## src/rtl/stack_access_sequencer_if.sv

```systemverilog
// Requester-side bundle of the shared-stack sequencer: both command ports,
// the grant pulses and the per-command status/response returned to the owner.
interface stack_access_sequencer_if #(
  parameter int DATA_WIDTH = 4,
  parameter int LEN_W      = 4
);
  logic                  a_req;
  logic                  a_op;
  logic [LEN_W-1:0]      a_len;
  logic [DATA_WIDTH-1:0] a_wdata;
  logic                  a_gnt;
  logic                  b_req;
  logic                  b_op;
  logic [LEN_W-1:0]      b_len;
  logic [DATA_WIDTH-1:0] b_wdata;
  logic                  b_gnt;
  logic                  owner;
  logic                  beat;
  logic                  rsp_valid;
  logic [DATA_WIDTH-1:0] rsp_data;
  logic                  done;
  logic                  err;
  logic [LEN_W-1:0]      xfer_cnt;

  modport master (
    output a_req, a_op, a_len, a_wdata, b_req, b_op, b_len, b_wdata,
    input  a_gnt, b_gnt, owner, beat, rsp_valid, rsp_data, done, err, xfer_cnt
  );

  modport slave (
    input  a_req, a_op, a_len, a_wdata, b_req, b_op, b_len, b_wdata,
    output a_gnt, b_gnt, owner, beat, rsp_valid, rsp_data, done, err, xfer_cnt
  );
endinterface

```

## src/rtl/stack_access_sequencer.sv

```systemverilog
// Round-robin sharing of one hardware stack between requesters A and B; each
// accepted command runs as a burst of single-cycle push/pop strobes.
module stack_access_sequencer_chk #(
  parameter int STACK_DEPTH = 16,
  parameter int LEN_W       = 4
) (
  input logic             clk,
  input logic             rst_edge,
  input logic             push_edge,
  input logic             citaj,
  input logic             citajVise,
  input logic             stack_full,
  input logic             stack_empty,
  input logic             done,
  input logic [LEN_W-1:0] xfer_cnt
);
  a_one_pop_kind: assert property (@(posedge clk) disable iff (rst_edge)
    !(citaj && citajVise));
  a_no_push_full: assert property (@(posedge clk) disable iff (rst_edge)
    !(push_edge && stack_full));
  a_no_pop_empty: assert property (@(posedge clk) disable iff (rst_edge)
    !((citaj || citajVise) && stack_empty));
  a_burst_fits: assert property (@(posedge clk) disable iff (rst_edge)
    done |-> (int'(xfer_cnt) <= STACK_DEPTH));
endmodule

module stack_access_sequencer #(
  parameter int DATA_WIDTH  = 4,
  parameter int STACK_DEPTH = 16,
  parameter int LEN_W       = 4
) (
  input  logic                   clk,
  input  logic                   rst_edge,
  stack_access_sequencer_if.slave req_if,
  output logic                   push_edge,
  output logic                   citaj,
  output logic                   citajVise,
  output logic [DATA_WIDTH-1:0]  stack_wdata,
  input  logic                   stack_full,
  input  logic                   stack_empty,
  input  logic [DATA_WIDTH-1:0]  stack_rdata
);
  typedef enum logic [1:0] {
    ST_IDLE = 2'd0,
    ST_XFER = 2'd1,
    ST_DONE = 2'd2
  } state_t;

  state_t                state_r;
  logic                  prio_r;
  logic                  owner_r;
  logic                  op_r;
  logic [LEN_W-1:0]      len_r;
  logic [LEN_W-1:0]      cnt_r;
  logic                  a_gnt_r;
  logic                  b_gnt_r;
  logic                  done_r;
  logic                  err_r;
  logic [LEN_W-1:0]      xfer_cnt_r;
  logic                  rsp_valid_r;
  logic [DATA_WIDTH-1:0] rsp_data_r;

  logic                  pick_b_s;
  logic                  pick_op_s;
  logic [LEN_W-1:0]      pick_len_s;
  logic [LEN_W-1:0]      cnt_inc_s;
  logic                  active_s;
  logic                  push_s;
  logic                  pop_s;
  logic                  blocked_s;

  // Arbitration winner: B only when A is idle or B holds the priority token
  always_comb begin
    pick_b_s   = 1'b0;
    pick_op_s  = 1'b0;
    pick_len_s = {LEN_W{1'b0}};
    if (req_if.b_req && (!req_if.a_req || prio_r)) begin
      pick_b_s   = 1'b1;
      pick_op_s  = req_if.b_op;
      pick_len_s = req_if.b_len;
    end else begin
      pick_op_s  = req_if.a_op;
      pick_len_s = req_if.a_len;
    end
  end

  // Strobe qualification; the grant cycle itself carries no beat
  always_comb begin
    cnt_inc_s = cnt_r + LEN_W'(1'b1);
    active_s  = (state_r == ST_XFER) && !(a_gnt_r || b_gnt_r);
    push_s    = active_s && !op_r && !stack_full;
    pop_s     = active_s && op_r && !stack_empty;
    blocked_s = active_s && (op_r ? stack_empty : stack_full);
  end

  // Push data follows the owner's live wdata only while a burst is running
  always_comb begin
    stack_wdata = {DATA_WIDTH{1'b0}};
    if (state_r == ST_XFER) begin
      if (owner_r) begin
        stack_wdata = req_if.b_wdata;
      end else begin
        stack_wdata = req_if.a_wdata;
      end
    end else begin
      stack_wdata = {DATA_WIDTH{1'b0}};
    end
  end

  assign push_edge = push_s;
  assign citaj     = pop_s && (len_r == LEN_W'(1'b1));
  assign citajVise = pop_s && (len_r != LEN_W'(1'b1));

  assign req_if.a_gnt     = a_gnt_r;
  assign req_if.b_gnt     = b_gnt_r;
  assign req_if.owner     = owner_r;
  assign req_if.beat      = push_s || pop_s;
  assign req_if.rsp_valid = rsp_valid_r;
  assign req_if.rsp_data  = rsp_data_r;
  assign req_if.done      = done_r;
  assign req_if.err       = err_r;
  assign req_if.xfer_cnt  = xfer_cnt_r;

  // Sequencer FSM with registered grant, status and response outputs
  always_ff @(posedge clk or posedge rst_edge) begin
    if (rst_edge) begin
      state_r     <= ST_IDLE;
      prio_r      <= 1'b0;
      owner_r     <= 1'b0;
      op_r        <= 1'b0;
      len_r       <= {LEN_W{1'b0}};
      cnt_r       <= {LEN_W{1'b0}};
      a_gnt_r     <= 1'b0;
      b_gnt_r     <= 1'b0;
      done_r      <= 1'b0;
      err_r       <= 1'b0;
      xfer_cnt_r  <= {LEN_W{1'b0}};
      rsp_valid_r <= 1'b0;
      rsp_data_r  <= {DATA_WIDTH{1'b0}};
    end else begin
      a_gnt_r     <= 1'b0;
      b_gnt_r     <= 1'b0;
      done_r      <= 1'b0;
      err_r       <= 1'b0;
      xfer_cnt_r  <= {LEN_W{1'b0}};
      rsp_valid_r <= pop_s;
      if (pop_s) begin
        rsp_data_r <= stack_rdata;
      end
      case (state_r)
        ST_IDLE: begin
          if (req_if.a_req || req_if.b_req) begin
            a_gnt_r <= !pick_b_s;
            b_gnt_r <= pick_b_s;
            owner_r <= pick_b_s;
            prio_r  <= !pick_b_s;
            op_r    <= pick_op_s;
            len_r   <= pick_len_s;
            cnt_r   <= {LEN_W{1'b0}};
            if (pick_len_s == {LEN_W{1'b0}}) begin
              state_r <= ST_DONE;
              done_r  <= 1'b1;
            end else begin
              state_r <= ST_XFER;
            end
          end
        end
        ST_XFER: begin
          if (push_s || pop_s) begin
            cnt_r <= cnt_inc_s;
            if (cnt_inc_s == len_r) begin
              state_r    <= ST_DONE;
              done_r     <= 1'b1;
              xfer_cnt_r <= cnt_inc_s;
            end
          end else if (blocked_s) begin
            state_r    <= ST_DONE;
            done_r     <= 1'b1;
            err_r      <= 1'b1;
            xfer_cnt_r <= cnt_r;
          end
        end
        ST_DONE: begin
          state_r <= ST_IDLE;
        end
        default: begin
          state_r <= ST_IDLE;
        end
      endcase
    end
  end

  stack_access_sequencer_chk #(
    .STACK_DEPTH (STACK_DEPTH),
    .LEN_W       (LEN_W)
  ) u_chk (
    .clk         (clk),
    .rst_edge    (rst_edge),
    .push_edge   (push_edge),
    .citaj       (citaj),
    .citajVise   (citajVise),
    .stack_full  (stack_full),
    .stack_empty (stack_empty),
    .done        (done_r),
    .xfer_cnt    (xfer_cnt_r)
  );
endmodule
```

## src/flat_wrapper.sv

```systemverilog
// flat-port wrapper written by rule: the top's interface ports become plain ports
module stack_access_sequencer_flat 
#(
  parameter int DATA_WIDTH  = 4,
  parameter int STACK_DEPTH = 16,
  parameter int LEN_W       = 4
)
  (clk, rst_edge, push_edge, citaj, citajVise, stack_wdata, stack_full, stack_empty, stack_rdata, req_if_a_req, req_if_a_op, req_if_a_len, req_if_a_wdata, req_if_b_req, req_if_b_op, req_if_b_len, req_if_b_wdata, req_if_a_gnt, req_if_b_gnt, req_if_owner, req_if_beat, req_if_rsp_valid, req_if_rsp_data, req_if_done, req_if_err, req_if_xfer_cnt);
  stack_access_sequencer_if #(.DATA_WIDTH(DATA_WIDTH), .LEN_W(LEN_W)) req_if_i ();
  input  logic clk;
  input  logic rst_edge;
  output logic push_edge;
  output logic citaj;
  output logic citajVise;
  output logic [DATA_WIDTH-1:0] stack_wdata;
  input  logic stack_full;
  input  logic stack_empty;
  input  logic [DATA_WIDTH-1:0] stack_rdata;
  input wire logic [$bits(req_if_i.a_req)-1:0] req_if_a_req;
  input wire logic [$bits(req_if_i.a_op)-1:0] req_if_a_op;
  input wire logic [$bits(req_if_i.a_len)-1:0] req_if_a_len;
  input wire logic [$bits(req_if_i.a_wdata)-1:0] req_if_a_wdata;
  input wire logic [$bits(req_if_i.b_req)-1:0] req_if_b_req;
  input wire logic [$bits(req_if_i.b_op)-1:0] req_if_b_op;
  input wire logic [$bits(req_if_i.b_len)-1:0] req_if_b_len;
  input wire logic [$bits(req_if_i.b_wdata)-1:0] req_if_b_wdata;
  output wire logic [$bits(req_if_i.a_gnt)-1:0] req_if_a_gnt;
  output wire logic [$bits(req_if_i.b_gnt)-1:0] req_if_b_gnt;
  output wire logic [$bits(req_if_i.owner)-1:0] req_if_owner;
  output wire logic [$bits(req_if_i.beat)-1:0] req_if_beat;
  output wire logic [$bits(req_if_i.rsp_valid)-1:0] req_if_rsp_valid;
  output wire logic [$bits(req_if_i.rsp_data)-1:0] req_if_rsp_data;
  output wire logic [$bits(req_if_i.done)-1:0] req_if_done;
  output wire logic [$bits(req_if_i.err)-1:0] req_if_err;
  output wire logic [$bits(req_if_i.xfer_cnt)-1:0] req_if_xfer_cnt;
  assign req_if_i.a_req = req_if_a_req;
  assign req_if_i.a_op = req_if_a_op;
  assign req_if_i.a_len = req_if_a_len;
  assign req_if_i.a_wdata = req_if_a_wdata;
  assign req_if_i.b_req = req_if_b_req;
  assign req_if_i.b_op = req_if_b_op;
  assign req_if_i.b_len = req_if_b_len;
  assign req_if_i.b_wdata = req_if_b_wdata;
  assign req_if_a_gnt = req_if_i.a_gnt;
  assign req_if_b_gnt = req_if_i.b_gnt;
  assign req_if_owner = req_if_i.owner;
  assign req_if_beat = req_if_i.beat;
  assign req_if_rsp_valid = req_if_i.rsp_valid;
  assign req_if_rsp_data = req_if_i.rsp_data;
  assign req_if_done = req_if_i.done;
  assign req_if_err = req_if_i.err;
  assign req_if_xfer_cnt = req_if_i.xfer_cnt;
  stack_access_sequencer #(.DATA_WIDTH(DATA_WIDTH), .STACK_DEPTH(STACK_DEPTH), .LEN_W(LEN_W)) u_core (.clk(clk), .rst_edge(rst_edge), .req_if(req_if_i), .push_edge(push_edge), .citaj(citaj), .citajVise(citajVise), .stack_wdata(stack_wdata), .stack_full(stack_full), .stack_empty(stack_empty), .stack_rdata(stack_rdata));
endmodule
```

## config.mk

```make
export PLATFORM = sky130hd
export DESIGN_NAME = stack_access_sequencer_flat
export DESIGN_NICKNAME = d
export VERILOG_FILES = /design/src/rtl/stack_access_sequencer_if.sv /design/src/rtl/stack_access_sequencer.sv /design/src/flat_wrapper.sv
export SDC_FILE = /design/constraint.sdc
export NUM_CORES = 1
export LEC_CHECK = 0
export ABC_AREA = 1
export CAP_MARGIN = 25
export CORE_MARGIN = 3
export CORE_UTILIZATION = 39
export DETAILED_ROUTE_END_ITERATION = 10
export PLACE_DENSITY = 0.75
export SLEW_MARGIN = 20
export SYNTH_ARGS = -nofsm -noshare
export SYNTH_HDL_FRONTEND = slang
export SYNTH_SLANG_ARGS = --single-unit
```

## constraint.sdc

```tcl
create_clock -name clk -period 1.5 [get_ports clk]
set_input_delay 0.3 -clock clk [delete_from_list [all_inputs] [get_ports clk]]
set_output_delay 0.3 -clock clk [all_outputs]
set_load 0.005 [all_outputs]
```

==> reports/metrics.cfg, run 1 <==
[synthesis]
syn-cell-area_um2 = 1300
syn_nets = 193
synthCells = 164
seq_area_frac_synth_pct = 50.0
syn_area_per_cell_um2 = 7.93
ys_types = 26
synth-seq-cells = 26
ys_warn_count = 0

[setup_path]
worst_path_largest_cell_delay_ns = 0.39
crit_family = simple AND/OR/NAND/NOR gates
critPathCaptureType = output pin
critPathMostFrequentCell = inv_2
critical_path_class = reg -> out
cp_cell_sequence = inv_2 > or2_4 > buf_6 > nor2_4 > inv_2 > nor2_1 > buf_2
reg2reg_depth = 9
worst-path-buf-inv = 4
crit_slowest_cell = dfrtp_1
cp.arrival_ns = 1.47
cp.depth = 7
critPathMaxFanout = 3
critPathRequiredTime_ns = 1.20
start_kind = flip-flop

[sta]
final_hold_viol_count = 0
rsz0062_at_grt = true
layout_min_cycle_time_ns = 1.77
tightest_slew_ns = 0.319
setup_viol = 9
finalCritPeriodShare_pct = 118
slew_headroom_pct = 78.7
fin_ws_ns = -0.268
setup_tns_ns = -1.36
final_max_slew_viol_count = 0
timing.fmax_ghz = 0.565
clock-skew-final_ns = 0.0115

[place]
portBuffers = 49
dp_hpwl_um = 2500
dp_cells = 282
placed_area_um2 = 2040
detailedPlace.worstSlack_ns = -0.558
place_congestion = 0.777

[power]
p_leak_nw = 1.25
power.share.switching_pct = 37.9
power_frac_comb_pct = 62.2
p_switching_w = 0.00159
fin_total_pwr_w = 0.00420
clockPowerShare_pct = 11.4
ir_drop_v = 0.000859
p_int_w = 0.00261
p_per_area_nw_per_um2 = 1820
power_frac_seq_pct = 26.4

[layout]
area_growth_pct = 77.4
stdcell_area_um2 = 2310
stdcell_count = 302
insertedDiodeCount = 0
drive_gt1_share_pct = 36.0
fin_nets = 288

[clocking]
cts_tree = yes
clk_latency_ns = 0.32
htreeDepth = 1
cts_sinks = 26
clk_pin_slew_ns = 0.15
numCtsBuffers = 3
cts_hold_buf = 0
cts.path.max_buffers = 2
ctsRootBufferMaster = clkbuf_4

[routing]
vias = 1401
drt-initial-drc-count = 81
dr.pass1.iters = 4
drtAntennaViolNets = 0
avgRoutedWirePerCell_um = 12.2
routed_wl_um = 3680
route.detailed.drc = 0
routed_via_density = 4.64

[grt]
grt.total_usage_pct = 18.1
grt_overflow = 0
first_global_vias = 1343
grt_max_degree = 27
grt_pass1_wl_um = 5890
antenna_found_initial = 0

[floorplan]
die_x_um = 63.7
die_y_um = 63.7
placementRows = 20
core_area_um2 = 3130
pin_count = 50
die_area_um2 = 4060
initial_core_util_pct = 41.6

[flow_run]
maxCapViolations = 0

[status]
violations = setup timing
status = complete, but fails checks

[worst_hold_path]
hold_path.class = in -> async

-- worst reg2reg max path, delay by kind of cell (launching register included) --
kind	cells	cell delay, ns
xor gates and xnor gates	1	0.11
and+or+nand+nor	7	0.61
adders and majority gates	1	0.30
DFF	1	0.44
-- per-layer routing --
layer	global-route usage [%]	share of wire, %
met1	20.7	42
met2	34.3	54
met3	3.34	3.1
met4	4.85	1.3
met5	0	0
-- placed cells by master (no fill, tap or decap), types with 4 or more instances in the layout --
cell / count
buf_2: 7
buf_4: 40
buf_6: 5
clkdlybuf4s50_1: 30
dfrtp_1: 26
dlygate4sd2_1: 4
dlymetal6s2s_1: 6
inv_1: 18
inv_2: 6
nand2_1: 39
nand2_2: 7
nand3_1: 8
nand4_1: 4
nor2_1: 12
o21ai_0: 13
o21ai_2: 6
-- cells in the mapped netlist (all sizes together) --
library cell	count	share of area [%]
a21boi	1	0.58
nand2	49	15
a21oi	2	0.77
or2	1	0.67
clkinv	1	0.67
a22oi	1	0.58
xnor2	1	0.67
nor3	1	0.38
inv	24	6.9
nor4	1	0.48
o21ai	21	8.4
buf	2	0.77
nand3	8	3.1
nor2	17	6.3
dfrtp	26	50
o21bai	1	0.58
ha	1	0.96
o22ai	2	0.96
nand4	4	1.9
-- stage by stage --
| stage | hold slack, ns | util (%) |
|---|---|---|
| 3_5_place_dp | 0.457 | 65.2 |
| 5_1_grt | 0.350 | 73.7 |
| 4_1_cts | 0.332 | 70.5 |
| 3_3_place_gp | 0.458 | 65.2 |
| 6_report | 0.334 | 73.7 |
| 2_1_floorplan | 0.340 | - |
-- cell families (layout without fill, tap and decap cells) --
kind of cell | Yosys count | count (layout) | synth area share (%)
simple gates | 81 | 81 | 28.1
compound gates | 28 | 28 | 11.8
buf+inv | 27 | 121 | 8.37
flops | 26 | 26 | 50.0
fa+ha+maj | 1 | 1 | 0.962
xor+xnor | 1 | 1 | 0.674
-- layout make-up --
type                    instances  area, um^2
fillers                       233         822
flip-flops and latches         26         651
multi-input cells             111         647
inverters                      25        98.8
well taps                      44        55.1
clock buffers                   3        22.5
repair buffers                 92         802
clock inverters                 1        30.0
-- sequential cells by signal, indices dropped and copies added, names as in the netlist --
register                 cells
u_core.req_if.a_gnt          1
u_core.req_if.xfer_cnt       4
u_core.len_r                 4
u_core.req_if.err            1
u_core.state_r               2
u_core.req_if.rsp_valid      1
u_core.req_if.rsp_data       4
u_core.req_if.b_gnt          1
u_core.cnt_r                 4
u_core.op_r                  1
u_core.req_if.owner          1
u_core.prio_r                1
u_core.req_if.done           1
-- power groups by stage --
stage	registers (W)	logic, W	clock network (W)
finish	0.00111	0.00261	0.000478
global placement	0.00109	0.00202	0
floorplan	0.00114	0.000909	0
CTS	0.00110	0.00231	0.000485
global route	0.00115	0.00287	0.000513
detailed placement	0.00110	0.00204	0
-- final timing paths --
kind	from	endpoint	slack, ns
setup reg to reg	u_core.cnt_r[1]$_DFFE_PP0P_	u_core.state_r[0]$_DFFE_PP0P_	-0.02
setup / recovery	u_core.op_r$_DFFE_PP0P_	citajVise	-0.27
hold / removal	rst_edge	u_core.req_if.rsp_data[1]$_DFFE_PP0P_	0.33
max in group asynchronous	rst_edge	u_core.cnt_r[3]$_DFFE_PP0P_	0.91
hold reg to reg	u_core.req_if.rsp_data[3]$_DFFE_PP0P_	u_core.req_if.rsp_data[3]$_DFFE_PP0P_	0.50
min in group clk	stack_rdata[3]	u_core.req_if.rsp_data[3]$_DFFE_PP0P_	0.49
-- repair_timing --
action                     4_1_cts  5_1_grt
setup endpoints to repair       14       26
buffers inserted                14        6
resized for setup               56       24
pin swaps                       12       12
No activity file was read; power rests on OpenSTA's default activity.
==> run 2, diff against run 1 <==
--- a/config.mk
+++ b/config.mk
@@ -10,7 +10,9 @@
 export CORE_MARGIN = 3
 export CORE_UTILIZATION = 39
 export DETAILED_ROUTE_END_ITERATION = 10
-export PLACE_DENSITY = 0.75
+export GPL_TIMING_DRIVEN = 0
+export HOLD_SLACK_MARGIN = 0.02
+export PLACE_DENSITY_LB_ADDON = 0.1
 export SLEW_MARGIN = 20
 export SYNTH_ARGS = -nofsm -noshare
 export SYNTH_HDL_FRONTEND = slang
==> reports/metrics.cfg, run 2 (same netlist as run 1, synthesis figures left out) <==
[grt]
grt.total_usage_pct = 17.4
antenna_found_initial = 0
grt_max_degree = 27
grt_overflow = 0
grt_pass1_wl_um = 5670
first_global_vias = 1348

[routing]
routed_via_density = 4.83
drtAntennaViolNets = 0
routed_wl_um = 3820
drt-initial-drc-count = 40
route.detailed.drc = 0
dr.pass1.iters = 4
vias = 1405
avgRoutedWirePerCell_um = 13.1

[floorplan]
pin_count = 50
initial_core_util_pct = 41.6
die_y_um = 63.7
die_x_um = 63.7
core_area_um2 = 3130
placementRows = 20
die_area_um2 = 4060

[setup_path]
start_kind = flip-flop
critical_path_class = reg -> out
cp.arrival_ns = 1.42
r2r_start = u_core.cnt_r[1]$_DFFE_PP0P_
critPathCaptureType = output pin
critPathMaxFanout = 3
crit_path_start = u_core.op_r$_DFFE_PP0P_
critPathRequiredTime_ns = 1.20

[power]
fin_total_pwr_w = 0.00405
ir_drop_v = 0.000771
p_leak_nw = 1.18
p_per_area_nw_per_um2 = 1800

[place]
place_congestion = 0.796
portBuffers = 49
dp_cells = 257
detailedPlace.worstSlack_ns = -0.713
dp_hpwl_um = 2410

[sta]
final_hold_viol_count = 0
layout_min_cycle_time_ns = 1.72
slew_headroom_pct = 67.6
finalCritPeriodShare_pct = 115
timing.fmax_ghz = 0.581
fin_ws_ns = -0.220
tightest_slew_ns = 0.482
clock-skew-final_ns = 0.000888
worst_hold_slack_ns = 0.262
setup_viol = 12
rsz0062_at_grt = true
final_max_slew_viol_count = 0

[flow_run]
maxCapViolations = 0

[clocking]
ctsRootBufferMaster = clkbuf_4
htreeDepth = 1
numCtsBuffers = 3
cts.path.max_buffers = 2
cts_tree = yes
clk_pin_slew_ns = 0.14
cts_hold_buf = 0
cts_sinks = 26
clk_latency_ns = 0.32

[layout]
mostFrequentLayoutCells = 39 x nand2_1, 31 x clkdlybuf4s50_1, 26 x buf_4
fin_util_pct = 71.7
fin_nets = 277
fillers = 241
drive_gt1_share_pct = 32.8
insertedDiodeCount = 0
layout_commonest_cell = nand2_1
area_growth_pct = 72.6
stdcell_count = 291

[status]
violations = setup timing
status = complete, but fails checks

[worst_hold_path]
hold_path.class = in -> async

-- run 2: cell types whose count changed in the layout (fill, tap and decap cells not counted), moves of 2 or more --
cell,previous run,this run
dfrtp_1,26,24
inv_2,6,4
dfrtp_2,0,2
nor2_2,3,1
buf_2,7,9
buf_4,40,26
-- run 2: worst paths after layout --
path	slack, ns	end	cells past startpoint
min	0.26	u_core.req_if.rsp_valid$_DFF_PP0_	2
max in group asynchronous	0.80	u_core.req_if.owner$_DFFE_PP0P_	3
max reg2reg	-0.07	u_core.state_r[0]$_DFFE_PP0P_	9
min reg2reg	0.48	u_core.req_if.rsp_data[1]$_DFFE_PP0P_	2
max	-0.22	citajVise	6
min in group clk	0.48	u_core.req_if.rsp_data[1]$_DFFE_PP0P_	2
-- run 2: final cells by class --
type / count / area, um^2 / area share (%)
Timing Repair Buffer: 79 / 719 / 32.1
Sequential cell: 26 / 653 / 29.1
Multi-Input combinational cell: 111 / 668 / 29.8
Tap cell: 44 / 55.1 / 2.45
Clock buffer: 4 / 36.3 / 1.62
Buffer: 2 / 10.0 / 0.446
Inverter: 25 / 101 / 4.52
-- run 2: worst max-delay path: stages, from the launching register on --
cell and delay, ns:
dfrtp_1 0.39, inv_2 0.05, or2_4 0.25, nor2_4 0.12, inv_2 0.05, nor2_1 0.12
buf_2 0.13
-- run 2: repair_timing --
action | in CTS | in global routing
pin swaps | 13 | 18
setup buffers | 21 | 10
setup endpoints to repair | 19 | 20
gates resized for setup | 59 | 23
-- run 2: power by group --
| group | switching [W] | internal (W) | leakage (nW) |
|---|---|---|---|
| Sequential | 0.000187 | 0.000958 | 0.333 |
| Combinational | 0.00125 | 0.00129 | 0.824 |
| Clock | 0.000212 | 0.000148 | 0.0210 |
-- run 2: through the flow --
step | setup TNS (ns) | area [um^2]
global placement | -4.19 | 1850
floorplan | 0 | 1300
CTS | -0.849 | 2070
detailed placement | -5.25 | 1850
global route | -2.01 | 2240
finish | -1.15 | 2240
-- run 2: routing by layer --
| metal | GRT usage, % | part of all wire (%) | wire [um] |
|---|---|---|---|
| met5 | 0 | 0 | 0 |
| met1 | 18.8 | 37 | 1420 |
| met2 | 33.5 | 55 | 2100 |
| met4 | 7.01 | 1.7 | 65 |
| met3 | 2.64 | 6.0 | 229 |
